===== config.mk =====
export PLATFORM = sky130hd
export DESIGN_NAME = bcd_conv_sched
export DESIGN_NICKNAME = d
export VERILOG_FILES = /design/src/rtl/bcd_conv_sched.sv
export SDC_FILE = /design/constraint.sdc
export NUM_CORES = 1
export LEC_CHECK = 0
export ABC_CLOCK_PERIOD_IN_PS = 1800
export CAP_MARGIN = 10
export CORE_MARGIN = 5
export CORE_UTILIZATION = 48
export DETAILED_ROUTE_END_ITERATION = 6
export PLACE_DENSITY = 0.77
export SLEW_MARGIN = 15
export SYNTH_ARGS = -nofsm -noshare
export SYNTH_HDL_FRONTEND = slang
export SYNTH_SLANG_ARGS = --single-unit

===== constraint.sdc =====
create_clock -name clk -period 1.8 [get_ports clk]
set_input_delay 0.18 -clock clk [delete_from_list [all_inputs] [get_ports clk]]
set_output_delay 0.18 -clock clk [all_outputs]
set_load 0.1 [all_outputs]

===== src/rtl/bcd_conv_sched.sv =====
// Shared iterative binary-to-BCD converter (double dabble, one shift per clock)
// with a two-requester round-robin arbiter in front of the engine.
module bcd_conv_sched #(
    parameter int unsigned IN_W   = 32,
    parameter int unsigned DIGITS = 8
) (
    input  logic                  clk,
    input  logic                  rst_n,
    input  logic                  req0,
    input  logic [IN_W-1:0]       hex0,
    output logic                  gnt0,
    input  logic                  req1,
    input  logic [IN_W-1:0]       hex1,
    output logic                  gnt1,
    output logic [4*DIGITS-1:0]   bcd,
    output logic                  bcd_valid,
    output logic                  bcd_id,
    output logic                  ovf,
    output logic                  busy
);

    localparam int unsigned BW = 4 * DIGITS;
    localparam int unsigned CW = $clog2(IN_W + 1);
    // Largest operand that still fits in DIGITS decimal digits.
    localparam logic [63:0] MaxBcd = (64'd10 ** DIGITS) - 64'd1;

    typedef enum logic [1:0] {StIdle, StConv, StDone} state_e;

    state_e          state_q, state_d;
    logic [IN_W-1:0] bin_q, bin_d;
    logic [BW-1:0]   bsr_q, bsr_d;
    logic [CW-1:0]   cnt_q, cnt_d;
    logic            last_q, last_d;
    logic            ovfp_q, ovfp_d;
    logic            gnt0_q, gnt0_d;
    logic            gnt1_q, gnt1_d;
    logic [BW-1:0]   bcd_q, bcd_d;
    logic            id_q, id_d;
    logic            ovf_q, ovf_d;

    logic                 pick1;
    logic [IN_W-1:0]      hex_sel;
    logic [63:0]          hex_ext;
    logic [BW-1:0]        adj;
    logic [BW+IN_W-1:0]   shifted;

    // Arbitration choice and add-3 adjust / shift datapath.
    always_comb begin
        // Requester 1 wins when alone, or on a tie when requester 0 went last.
        pick1   = req1 & (~req0 | ~last_q);
        hex_sel = pick1 ? hex1 : hex0;
        hex_ext = 64'(hex_sel);
        adj     = '0;
        for (int i = 0; i < int'(DIGITS); i++) begin
            adj[4*i +: 4] = (bsr_q[4*i +: 4] >= 4'd5) ? bsr_q[4*i +: 4] + 4'd3
                                                      : bsr_q[4*i +: 4];
        end
        shifted = {adj, bin_q} << 1;
    end

    // Next-state and next-value logic for the FSM and datapath registers.
    always_comb begin
        state_d = state_q;
        bin_d   = bin_q;
        bsr_d   = bsr_q;
        cnt_d   = cnt_q;
        last_d  = last_q;
        ovfp_d  = ovfp_q;
        gnt0_d  = 1'b0;
        gnt1_d  = 1'b0;
        bcd_d   = bcd_q;
        id_d    = id_q;
        ovf_d   = ovf_q;
        unique case (state_q)
            StIdle: begin
                if (req0 | req1) begin
                    last_d  = pick1;
                    bin_d   = hex_sel;
                    bsr_d   = '0;
                    ovfp_d  = (hex_ext > MaxBcd);
                    cnt_d   = CW'(IN_W);
                    gnt0_d  = ~pick1;
                    gnt1_d  = pick1;
                    state_d = StConv;
                end
            end
            StConv: begin
                bsr_d = shifted[BW+IN_W-1:IN_W];
                bin_d = shifted[IN_W-1:0];
                cnt_d = cnt_q - CW'(1);
                if (cnt_q == CW'(1)) begin
                    bcd_d   = ovfp_q ? {DIGITS{4'h9}} : shifted[BW+IN_W-1:IN_W];
                    ovf_d   = ovfp_q;
                    id_d    = last_q;
                    state_d = StDone;
                end
            end
            StDone: state_d = StIdle;
            default: state_d = StIdle;
        endcase
    end

    // State and datapath registers; reset aborts any conversion in flight.
    always_ff @(posedge clk or negedge rst_n) begin
        if (!rst_n) begin
            state_q <= StIdle;
            bin_q   <= '0;
            bsr_q   <= '0;
            cnt_q   <= '0;
            last_q  <= 1'b1;
            ovfp_q  <= 1'b0;
            gnt0_q  <= 1'b0;
            gnt1_q  <= 1'b0;
            bcd_q   <= '0;
            id_q    <= 1'b0;
            ovf_q   <= 1'b0;
        end else begin
            state_q <= state_d;
            bin_q   <= bin_d;
            bsr_q   <= bsr_d;
            cnt_q   <= cnt_d;
            last_q  <= last_d;
            ovfp_q  <= ovfp_d;
            gnt0_q  <= gnt0_d;
            gnt1_q  <= gnt1_d;
            bcd_q   <= bcd_d;
            id_q    <= id_d;
            ovf_q   <= ovf_d;
        end
    end

    assign gnt0      = gnt0_q;
    assign gnt1      = gnt1_q;
    assign bcd       = bcd_q;
    assign bcd_id    = id_q;
    assign ovf       = ovf_q;
    assign bcd_valid = (state_q == StDone);
    assign busy      = (state_q != StIdle);

endmodule


==> results.yml <==
outcome:
  outcome: "finished, violations left"
  violations: "negative setup slack"
critical_path:
  path_class: "flip-flop to flip-flop"
  r2r_start: "cnt_q[2]$_DFFE_PN0P_"
  startpoint: "cnt_q[2]$_DFFE_PN0P_"
  worstPathCellList: "or3_4 > or4b_4 > clkinv_8 > buf_12 > nor2_1 > a41oi_1"
  critPathMaxStageDelay_ns: 0.58
  cp_slowest_cell: "or4b_4"
  worstPathRequired_ns: 2.06
  cp_max_fo: 7
  critPathCaptureType: "flip-flop"
  cp_data_arrival_time_ns: 2.16
  start_kind: "flip-flop"
sta:
  max_slew_margin_pct: 69.6
  layout_setup_ws_ns: -0.100
  fmax_mhz: 526
  slew_viol_final: 0
  finalClockSkew_ns: 0.00561
  finalHoldViolations: 0
  period_share_pct: 106
  tightest_slew_ns: 0.456
  rsz0062_at_grt: "yes"
  setup_viol: 34
  fin_crit_ns: 1.90
  hold_ws_ns: 0.314
floorplan:
  dieArea_um2: 14200
  die_h_um: 119
  core_area_um2: 11500
  num_rows: 39
  die_w_um: 119
  io_pins: 106
  initial_utilization_pct: 49.5
clock_tree:
  clkSinkCount: 110
  cts.htree.levels: 3
  clkSlewWorstSetupHoldPaths_ns: 0.07
  numCtsBuffers: 9
  clk_path_buf_depth: 2
  clockRootBuffer: "clkbuf_16"
  cts_tree: "done"
  clk_latency_ns: 0.34
pwr:
  peakVddDrop_uv: 835
  power.density_nw_per_um2: 2000
  p_leak_uw: 0.00325
synth:
  ys.flop_type: "dfrtp_1"
  synthArstFlopShare_pct: 100
  yosysSeqAreaShare_pct: 48.3
  yosys_warnings: 0
  ys_ff_latch: 110
  synthCells: 616
  syn_nets: 702
  syn_avg_cell_area_um2: 9.25
  synth_enable_flop_cells: 0
  syn_area_um2: 5700
  ys_types: 49
routing:
  wl_per_cell_um: 16.2
  ant_nets: 0
  vias: 5041
  drcViolationCount: 0
  vias_per_cell: 5.77
  drt_pre_antenna_iters: 5
  routed_wl_um: 14100
  drtIter0Drc: 363
layout:
  antenna_cells: 0
  final_util_pct: 65.1
  drive_gt1_share_pct: 18.3
  final_cell_mix: "109 x dfrtp_1, 100 x nand2_1, 66 x clkdlybuf4s50_1, 59 x buf_4, 43 x a31oi_1"
  final_common_cell: "dfrtp_1"
  area_delta_synth_final_pct: 31.6
  layout.nets: 812
  nFillCells: 903
global_routing:
  grt_antenna_before_repair: 0
  first_global_vias: 5043
  grt_pass1_wl_um: 24200
  grt_max_degree: 46
  track_usage_pct: 20.7
  grt_overflow: 0
placement:
  io_buffer_count: 105
  gp_congestion: 0.902
  hpwl_um: 10200
hold_path:
  hp-class: "input pin to asynchronous set/reset pin"
job:
  maxCapViolCount: 0
final timing paths:
check	to	slack (ns)	depth (start not counted)
max	bcd[23]$_DFFE_PN0P_	-0.10	6
min reg2reg	bcd[18]$_DFFE_PN0P_	0.48	2
max reg2reg	bcd[23]$_DFFE_PN0P_	-0.10	6
min in group clk	bin_q[0]$_DFFE_PN0P_	0.48	3
min	bsr_q[9]$_DFFE_PN0P_	0.31	2
max in group asynchronous	last_q$_DFFE_PN1P_	0.88	3
timing repair:
action                                 CTS  global route
hold buffers                             1             0
setup endpoints to repair               33            39
buffers inserted                         1             2
endpoints found under the hold margin   27             0
cloned                                   0             2
pin swaps                                1             4
gates resized for setup                  1            34
layout make-up:
| type | instances | area, µm² | area share, % |
|---|---|---|---|
| Clock buffer | 12 | 246 | 3.29 |
| Timing Repair Buffer | 138 | 1350 | 17.9 |
| Multi-Input combinational cell | 441 | 2800 | 37.3 |
| Sequential cell | 110 | 2750 | 36.7 |
| Clock inverter | 4 | 70.1 | 0.934 |
| Tap cell | 143 | 179 | 2.38 |
| Inverter | 26 | 110 | 1.47 |
critical path, delay by kind of cell, from the launching register on:
family | cells | cell delay (ns)
simple gates | 3 | 1.02
flops | 1 | 0.39
buf+inv | 2 | 0.24
compound gates | 1 | 0.16
cells by family after synthesis:
kind of cell,share of synthesized area (%)
AND/OR/NAND/NOR,18.3
multiplexers,2.15
buffers and inverters,4.83
adder cells (fa/ha/maj),3.95
AO/OA/AOI/OAI,20.9
flip-flops,48.3
XOR/XNOR,1.54
synthesized netlist by cell type, types with 2 or more instances:
| cell type | instances | area share [%] |
|---|---|---|
| a211oi_1 | 33 | 4.3 |
| a21o_1 | 6 | 0.79 |
| a21oi_1 | 21 | 1.8 |
| a221oi_1 | 2 | 0.31 |
| a31oi_1 | 45 | 4.9 |
| a32o_1 | 5 | 0.88 |
| a41oi_1 | 2 | 0.31 |
| and3_1 | 2 | 0.22 |
| and4_1 | 2 | 0.31 |
| buf_1 | 5 | 0.33 |
| buf_2 | 3 | 0.26 |
| buf_6 | 3 | 0.59 |
| clkbuf_1 | 27 | 1.8 |
| dfrtp_1 | 109 | 48 |
| ha_1 | 18 | 4.0 |
| inv_1 | 25 | 1.6 |
| mux2_2 | 10 | 2.0 |
| nand2_1 | 100 | 6.6 |
| nand2b_1 | 9 | 0.99 |
| nand3_1 | 28 | 2.5 |
| nor2_1 | 28 | 1.8 |
| nor2b_1 | 32 | 3.5 |
| nor3_1 | 3 | 0.26 |
| nor3b_1 | 6 | 0.79 |
| o211ai_1 | 2 | 0.26 |
| o21ai_0 | 44 | 3.9 |
| o21ai_2 | 10 | 1.5 |
| o22ai_1 | 2 | 0.22 |
| o311ai_0 | 2 | 0.31 |
| o31ai_1 | 2 | 0.26 |
| or4_1 | 4 | 0.53 |
| xnor2_1 | 9 | 1.4 |
metrics by stage:
| step | setup TNS (ns) | setup slack, ns | cells | power, µW | area (µm²) |
|---|---|---|---|---|---|
| floorplan | 0 | 0.00605 | 616 | 10400 | 5710 |
| global placement | -0.154 | -0.115 | 852 | 12200 | 7000 |
| detailed placement | -0.979 | -0.138 | 852 | 12600 | 7000 |
| CTS | -1.17 | -0.0690 | 870 | 14800 | 7340 |
| global route | -4.12 | -0.150 | 874 | 16000 | 7500 |
| finish | -1.99 | -0.100 | 874 | 15000 | 7500 |
per-layer routing:
metal | GRT usage (%) | vias up | part of all wire, %
li1 | - | 2415 | -
met1 | 27.6 | 2427 | 42
met2 | 34.1 | 177 | 50
met3 | 4.41 | 22 | 6.5
met4 | 6.44 | 0 | 1.6
met5 | 0 | - | 0
flip-flops by register name (all words and copies together) (netlist names):
signal and flops:
state_q 2, bin_q 32, ovfp_q 1, last_q 1
bcd_id 1, gnt1 1, ovf 1, cnt_q 6
bsr_q 32, gnt0 1, bcd 32
report_power, final:
part,internal (µW),switching [µW],total [µW]
clock network,1260,866,2120
logic,2810,5540,8350
registers,3630,874,4510
total,7700,7280,15000
No activity file was read; power rests on OpenSTA's default activity.
